<file path="src/rtl/alu_pipe_pkg.sv">
// Shared widths, skid FSM states and payload packing offsets for the
// decode-to-ALU pipeline register.
package alu_pipe_pkg;

  localparam int unsigned OPCODE_W = 7;
  localparam int unsigned FUNC7_W  = 7;
  localparam int unsigned FUNC3_W  = 3;

  typedef enum logic [1:0] {
    ST_EMPTY = 2'd0,
    ST_BUSY  = 2'd1,
    ST_FULL  = 2'd2
  } skid_state_e;

  function automatic int unsigned payload_w(input int unsigned xlen,
                                            input int unsigned imm_w,
                                            input int unsigned rd_w);
    return OPCODE_W + FUNC7_W + FUNC3_W + 3 * xlen + imm_w + rd_w;
  endfunction

  // Layout from LSB: rd, imm, pc, rs2, rs1, func3, func7, opcode
  function automatic int unsigned off_pc(input int unsigned imm_w,
                                         input int unsigned rd_w);
    return rd_w + imm_w;
  endfunction

  function automatic int unsigned off_rs2(input int unsigned xlen,
                                          input int unsigned imm_w,
                                          input int unsigned rd_w);
    return off_pc(imm_w, rd_w) + xlen;
  endfunction

  function automatic int unsigned off_rs1(input int unsigned xlen,
                                          input int unsigned imm_w,
                                          input int unsigned rd_w);
    return off_pc(imm_w, rd_w) + 2 * xlen;
  endfunction

  function automatic int unsigned off_func3(input int unsigned xlen,
                                            input int unsigned imm_w,
                                            input int unsigned rd_w);
    return off_pc(imm_w, rd_w) + 3 * xlen;
  endfunction

  function automatic int unsigned off_func7(input int unsigned xlen,
                                            input int unsigned imm_w,
                                            input int unsigned rd_w);
    return off_func3(xlen, imm_w, rd_w) + FUNC3_W;
  endfunction

  function automatic int unsigned off_opcode(input int unsigned xlen,
                                             input int unsigned imm_w,
                                             input int unsigned rd_w);
    return off_func7(xlen, imm_w, rd_w) + FUNC7_W;
  endfunction

endpackage

</file>
<file path="src/rtl/pipe_skid_buf.sv">
// Generic valid/ready pipeline slot on a flat vector with flush; optional
// skid entry so upstream ready depends only on registered state.
module pipe_skid_buf
  import alu_pipe_pkg::*;
#(
  parameter int unsigned DATA_W = 8,
  parameter bit          SKID   = 1'b1
) (
  input  logic              clk,
  input  logic              rst_n,
  input  logic              flush,
  input  logic              in_valid,
  output logic              in_ready,
  input  logic [DATA_W-1:0] in_data,
  output logic              out_valid,
  input  logic              out_ready,
  output logic [DATA_W-1:0] out_data
);

  if (SKID) begin : g_skid
    skid_state_e       state_q, state_d;
    logic [DATA_W-1:0] m_q, s_q;
    logic              accept, issue;
    logic              load_m_in, load_m_skid, load_s;

    assign in_ready  = (state_q != ST_FULL);
    assign out_valid = (state_q != ST_EMPTY);
    assign out_data  = m_q;
    assign accept    = in_valid && in_ready;
    assign issue     = out_valid && out_ready;

    always_ff @(posedge clk or negedge rst_n) begin
      if (!rst_n) state_q <= ST_EMPTY;
      else        state_q <= state_d;
    end

    // Flush wins over any accept; the skid entry is always older than M's reload
    always_comb begin
      state_d     = state_q;
      load_m_in   = 1'b0;
      load_m_skid = 1'b0;
      load_s      = 1'b0;
      if (flush) begin
        state_d = ST_EMPTY;
      end else begin
        case (state_q)
          ST_EMPTY: if (accept) begin
            state_d   = ST_BUSY;
            load_m_in = 1'b1;
          end
          ST_BUSY: begin
            if (accept && issue) begin
              load_m_in = 1'b1;
            end else if (accept) begin
              state_d = ST_FULL;
              load_s  = 1'b1;
            end else if (issue) begin
              state_d = ST_EMPTY;
            end
          end
          ST_FULL: if (issue) begin
            state_d     = ST_BUSY;
            load_m_skid = 1'b1;
          end
          default: state_d = ST_EMPTY;
        endcase
      end
    end

    always_ff @(posedge clk or negedge rst_n) begin
      if (!rst_n) begin
        m_q <= '0;
        s_q <= '0;
      end else begin
        if (load_m_in)        m_q <= in_data;
        else if (load_m_skid) m_q <= s_q;
        if (load_s)           s_q <= in_data;
      end
    end
  end else begin : g_single
    logic              v_q;
    logic [DATA_W-1:0] m_q;
    logic              accept;

    assign in_ready  = !v_q || out_ready;
    assign out_valid = v_q;
    assign out_data  = m_q;
    assign accept    = in_valid && in_ready && !flush;

    always_ff @(posedge clk or negedge rst_n) begin
      if (!rst_n) begin
        v_q <= 1'b0;
        m_q <= '0;
      end else begin
        if (flush)                      v_q <= 1'b0;
        else if (accept)                v_q <= 1'b1;
        else if (out_valid && out_ready) v_q <= 1'b0;
        if (accept) m_q <= in_data;
      end
    end
  end

endmodule

</file>
<file path="src/rtl/alu_pipe_reg.sv">
// Decode-to-ALU pipeline register: packs the decoded bundle into a flat
// payload, runs it through a valid/ready slot and unpacks it for the ALU.
module alu_pipe_reg
  import alu_pipe_pkg::*;
#(
  parameter int unsigned XLEN  = 64,
  parameter int unsigned IMM_W = 20,
  parameter int unsigned RD_W  = 5,
  parameter bit          SKID  = 1'b1
) (
  input  logic                clk,
  input  logic                rst_n,
  input  logic                flush,
  input  logic                i_valid,
  output logic                i_ready_o,
  input  logic [OPCODE_W-1:0] opcode,
  input  logic [FUNC7_W-1:0]  func7,
  input  logic [FUNC3_W-1:0]  func3,
  input  logic [XLEN-1:0]     rs1,
  input  logic [XLEN-1:0]     rs2,
  input  logic [IMM_W-1:0]    imm,
  input  logic [XLEN-1:0]     pc,
  input  logic [RD_W-1:0]     i_rd_indx,
  output logic                r_i_valid,
  input  logic                r_ready,
  output logic [OPCODE_W-1:0] r_opcode,
  output logic [FUNC7_W-1:0]  r_func7,
  output logic [FUNC3_W-1:0]  r_func3,
  output logic [XLEN-1:0]     r_rs1,
  output logic [XLEN-1:0]     r_rs2,
  output logic [IMM_W-1:0]    r_imm,
  output logic [XLEN-1:0]     r_pc,
  output logic [RD_W-1:0]     r_i_rd_indx
);

  localparam int unsigned DATA_W   = payload_w(XLEN, IMM_W, RD_W);
  localparam int unsigned O_PC     = off_pc(IMM_W, RD_W);
  localparam int unsigned O_RS2    = off_rs2(XLEN, IMM_W, RD_W);
  localparam int unsigned O_RS1    = off_rs1(XLEN, IMM_W, RD_W);
  localparam int unsigned O_FUNC3  = off_func3(XLEN, IMM_W, RD_W);
  localparam int unsigned O_FUNC7  = off_func7(XLEN, IMM_W, RD_W);
  localparam int unsigned O_OPCODE = off_opcode(XLEN, IMM_W, RD_W);

  logic [DATA_W-1:0] in_data, out_data;

  assign in_data = {opcode, func7, func3, rs1, rs2, pc, imm, i_rd_indx};

  pipe_skid_buf #(
    .DATA_W (DATA_W),
    .SKID   (SKID)
  ) u_slot (
    .clk       (clk),
    .rst_n     (rst_n),
    .flush     (flush),
    .in_valid  (i_valid),
    .in_ready  (i_ready_o),
    .in_data   (in_data),
    .out_valid (r_i_valid),
    .out_ready (r_ready),
    .out_data  (out_data)
  );

  assign r_i_rd_indx = out_data[0 +: RD_W];
  assign r_imm       = out_data[RD_W +: IMM_W];
  assign r_pc        = out_data[O_PC +: XLEN];
  assign r_rs2       = out_data[O_RS2 +: XLEN];
  assign r_rs1       = out_data[O_RS1 +: XLEN];
  assign r_func3     = out_data[O_FUNC3 +: FUNC3_W];
  assign r_func7     = out_data[O_FUNC7 +: FUNC7_W];
  assign r_opcode    = out_data[O_OPCODE +: OPCODE_W];

endmodule

</file>
<file path="config.mk">
export PLATFORM = sky130hd
export DESIGN_NAME = alu_pipe_reg
export DESIGN_NICKNAME = d
export VERILOG_FILES = /design/src/rtl/alu_pipe_pkg.sv /design/src/rtl/pipe_skid_buf.sv /design/src/rtl/alu_pipe_reg.sv
export SDC_FILE = /design/constraint.sdc
export NUM_CORES = 1
export LEC_CHECK = 0
export BUFFER_PORTS_ARGS = -buffer_cell sky130_fd_sc_hd__buf_2
export CORE_UTILIZATION = 50
export CTS_CLUSTER_SIZE = 8
export DETAILED_ROUTE_END_ITERATION = 8
export HOLD_SLACK_MARGIN = 0.03
export PLACE_DENSITY = 0.75
export SYNTH_ARGS = -nofsm -noshare
export SYNTH_HDL_FRONTEND = slang
export SYNTH_SLANG_ARGS = --single-unit
</file>
<file path="constraint.sdc">
create_clock -name clk -period 2.4 [get_ports clk]
set_clock_uncertainty 0.15 [all_clocks]
set_input_delay 0.24 -clock clk [delete_from_list [all_inputs] [get_ports clk]]
set_output_delay 0.24 -clock clk [all_outputs]
set_load 0.005 [all_outputs]
</file>
# Word-level counts from Yosys, hierarchy flattened
# Index checks and enable logic that the tools add are counted.
# op_classes
reduce_logical	7
muxes	19
n_eq_ne	7
# ops
operator	count
234-bit two-way mux	2
2-bit two-way mux	6
1-bit two-way mux	9
3-bit by 2-bit inequality test with 1-bit output, second input constant	2
2-bit one-hot mux with 3 select lines	1
4-bit by 2-bit inequality test with 1-bit output, second input constant	1
4-bit AND reduction	1
2-bit nonzero test	2
1-bit logical AND	3
3-bit inequality test, second input constant	1
2-bit by 1-bit == test with 1-bit output, second input constant	1
2-bit == test, second input constant	1
2-bit zero test	1
2-bit inequality test, second input constant	1
1-bit one-hot mux with 2 select lines	1
# word_totals
reg_bits	470
elab_cells	36
input_bits	239

# Depth between registers and ports, before layout
# depth
depth_word	7
depth_mapped	7
mapped_depth_nobuf	3

# Worst setup path after synthesis
# OpenSTA, ideal clock, no wires.
# synth_timing
path_kind	flip-flop to flip-flop
start	reg u_slot.g_skid.state_q[1]
end	reg u_slot.g_skid.m_q[173], in the netlist u_slot.out_data[173]
arrival_ps	1684
n_path_buf	3
t_required_ps	2124
slack_ps	440
path_stages_with_launch	7
setup_time_ps	126
cell_sequence	dfrtp_1 or3b_1 o21ba_1 buf_2 buf_6 buf_2 a221o_1
# synth_via
elab_chain_cells	7
elab_cells_between_ends	17
classes_between	eq/ne: 3; mux: 8; reduce/logical: 6
# synth_rtl
element	line	source
start, declared	pipe_skid_buf.sv:21	skid_state_e state_q, state_d;
start signal, assigned	pipe_skid_buf.sv:34	else state_q <= state_d;
2-bit inequality test / 2-bit nonzero test (equally long branches)	pipe_skid_buf.sv:26, pipe_skid_buf.sv:27	
1-bit logical AND, on equally long branches	pipe_skid_buf.sv:29, pipe_skid_buf.sv:30	
1-bit logical AND	pipe_skid_buf.sv:52	if (accept && issue) begin
1-bit two-way mux	pipe_skid_buf.sv:52	
1-bit one-hot mux with 2 select lines	pipe_skid_buf.sv:46	case (state_q)
1-bit two-way mux	pipe_skid_buf.sv:43	if (flush) begin
234-bit two-way mux / 2-bit nonzero test (equally long branches)	-	
end signal, assigned	pipe_skid_buf.sv:75	if (load_m_in) m_q <= in_data;
end signal, assigned	pipe_skid_buf.sv:76	else if (load_m_skid) m_q <= s_q;
end, declared	pipe_skid_buf.sv:22	logic [DATA_W-1:0] m_q, s_q;
# Parallel ways exist; a longest one is shown, timed or not.
# A chain may end at the register's enable or synchronous reset.

# Worst setup path after layout
# layout_timing
start	reg u_slot.g_skid.state_q[1]
end	reg u_slot.g_skid.m_q[162], in the netlist u_slot.out_data[162]
# The elaborated chain is that of the path after synthesis.

==> results.md <==
* Status: completed
* Mean Syn Cell Area at 14.6 um^2
* TritonRoute pass-1 iters at 5
* Detailed Route WL at 53800 um
* Hold Crit Class: input pin to asynchronous set/reset pin
* Initial Util at 0.512
* Setup-failing EPs final at 0
* Final worst-path cycle share at 0.941
* Nets at 2260
* Sink Count at 470
* Core Box Area at 0.0369 mm^2
* Area of the multi-input gates at 0.00657 mm^2
* Detailed Place HPWL at 31800 um
* CP startpoint kind: register
* Syn nets at 1529
* First-pass GRT wire length at 84700 um
* R2R cell count at 5
* Worst EP arrival at 2.55 ns
* Slowest stage cell, crit path: or3b_1
* Die Ht at 196 um
* Most used cell, CP: buf_12
* Max-slew violation count at 0
* Layout cell share with drive strength beyond 1 at 0.414
* Crit Path Class: register to register
* Sw frac at 0.257
* Max FO, Critical Path at 25
* Top cells by area, synth: dfrtp_1 62%, mux2_2 14%, a221o_1 12%
* Vias in the first global route at 15783
* Io pins at 475
* Measured slew at the worst slew-check pin at 0.759 ns
* CTS tree: yes
* Wirelength per Cell at 21.2 um
* Cts repair resizes at 0
* Vias at 14466
* Fillers at 2293
* Remaining global-route overflow at 0
* Syn Std Cell Area at 0.0189 mm^2
* FF/Latch Area at 0.0118 mm^2
* Remaining DRCs at 0
* Critical path capture point type: register
* Maximum clock path buffer count at 3
* Remaining antenna violation count after routing at 0
* H-tree depth at 3
* Final setup TNS at 0 ns
* Post-route minimum period at 2.26 ns
* Count of input and output buffers at 474
* Int Power at 17.5 mW
* Vias per inst at 5.71
* Critical path required time at 2.69 ns
* Switching pwr at 6.06 mW
* Cell variety after synth at 20
* P&R area growth vs syn at 39.0%
* Total Routing Usage GR at 0.279
* Pwr per Cell Area at 897 mW/mm^2
* RSZ-0062 raised after global routing: no
* Clock slew at reported path FFs at 0.05 ns
* CTS buffer count at 68
* Synth area leader: dfrtp_1
* Met3 routed WL at 3170 um
* Gate count of the mapped netlist at 1290
* Top Metal Used: met4
* Largest stage delay, worst path at 0.47 ns
* Final hold vios at 0
* Row count at 70
* Antenna violations before repair at 3
* Worst R2R Setup Slack at 0.14 ns
* Final worst slack at 0.142 ns
* Synth Register Bits at 470
* Maximum VDD drop at 0.614 mV
* Largest net degree at the start of global routing at 128
* Reg-to-Reg End: u_slot.out_data[162]
* Die width at 196 um
* Die Area at 0.0385 mm^2
* Max transition margin at 0.494
* Clock share of power at 0.355
* Register area share after synthesis at 0.624
* Lkg Pwr at 12.6 nW
* Sequential Power Share at 0.467
* Top-area cell type share of the netlist area at 0.624
* Max Clock Freq at 0.443 GHz
* RePlAce Congestion at 0.805
* DR WL met2 at 27500 um
* Synthesis Warnings at 0
* Clk_lat worst skew at 0.58 ns
* Finished Core Util at 0.711
* Root Buffer: clkbuf_16
* Post-Place Setup Slack at 0.203 ns
* Cell Chain, Critical Path: or3b_1 > o21ba_4 > buf_12 > buf_12 > a221o_1
* Initial detailed-routing violation count at 744
* Max-Cap Viols at 0
* R2r startpoint: u_slot.g_skid.state_q[1]
* Metal-1 WL at 20200 um
* Logic pwr share at 0.178
[per-layer routing]
metal,vias up,track usage
met5,-,0
met4,0,0.155
met3,197,0.0614
met2,644,0.478
met1,7346,0.326
li1,6279,-
[state kept, by name, indices dropped and copies added (netlist names)]
signal                 flops
u_slot.out_data          234
u_slot.g_skid.state_q      2
u_slot.g_skid.s_q        234
[power by group through the flow]
stage	clock network, mW	registers (mW)	logic [mW]
floorplan	0	10.8	2.04
global placement	0	10.9	3.64
detailed placement	0	11.0	3.81
CTS	8.44	10.9	4.14
global route	8.77	11.2	4.50
finish	8.34	11.0	4.19
[logic make-up after synthesis]
logic type,synth area share
AND/OR/NAND/NOR,0.0813
multiplexers,0.140
flip-flops,0.624
AO/OA/AOI/OAI,0.126
buffers and inverters,0.0290
[layout by cell type (no fill, tap or decap)]
cell type      count
mux2i_1            1
inv_6              5
mux2_2           234
diode_2            3
clkbuf_16         68
buf_2            473
clkinv_8           1
nand2b_1           1
and2_1           234
nor2_4             1
and4bb_4           1
nand3b_1           1
a211oi_1           1
buf_8              1
buf_4             25
clkbuf_8           1
a21oi_1            1
dfrtp_1          470
nand2_1            1
o32ai_1            1
nor2b_1            2
or3b_1             1
buf_12            26
o21ba_4            1
or2_2              2
dlygate4sd3_1    239
a221o_1          234
[synthesized netlist by cell type, drive strengths merged]
cell    number
nor2         1
buf         68
and4bb       1
mux2       234
or3b         1
dfrtp      470
a221o      234
o32ai        1
and2       234
nand2        1
nor2b        2
a21oi        1
o21ba        1
nand3b       1
clkbuf      35
a211oi       1
mux2i        1
or2          2
nand2b       1
[metrics by stage]
step	cells	hold WS, ns	instance area [um^2]	total power [mW]
CTS	2530	0.0757	26200	23.5
global route	2533	0.120	26200	24.5
detailed placement	2216	0.0950	22000	14.8
finish	2533	0.0757	26200	23.5
global placement	2216	0.0942	22000	14.5
floorplan	1290	-0.206	18900	12.8
[worst max-delay path by stage]
| stage | end | cells past startpoint | start |
|---|---|---|---|
| after global routing | u_slot.out_data[162] | 5 | u_slot.g_skid.state_q[1] |
| final | u_slot.out_data[162] | 5 | u_slot.g_skid.state_q[1] |
| after detailed placement | u_slot.out_data[175] | 5 | u_slot.g_skid.state_q[1] |
| after global placement | u_slot.out_data[148] | 5 | u_slot.g_skid.state_q[1] |
| after floorplan | u_slot.out_data[173] | 6 | u_slot.g_skid.state_q[1] |
| after CTS | u_slot.out_data[175] | 5 | u_slot.g_skid.state_q[1] |
[what timing repair did]
item | CTS | global route
buffers inserted | 0 | 0
endpoints found under the setup margin | 0 | 0
endpoints found under the hold margin | 819 | 0
hold buffers | 239 | 0
[layout make-up]
cell class / instances / share of cell area
multi-input combinational: 717 / 0.250
antenna: 3 / 0.000286
sequential: 470 / 0.448
timing repair buffer: 764 / 0.209
clock buffer: 69 / 0.0654
clock inverter: 6 / 0.00229
tap: 504 / 0.0240
[critical path, delay by kind of cell, from the launching register on]
family          cells  cell delay, ns
compound gates      2            0.66
buf+inv             2            0.37
flops               1            0.45
simple gates        1            0.47
(Power assumes the default switching activity.)
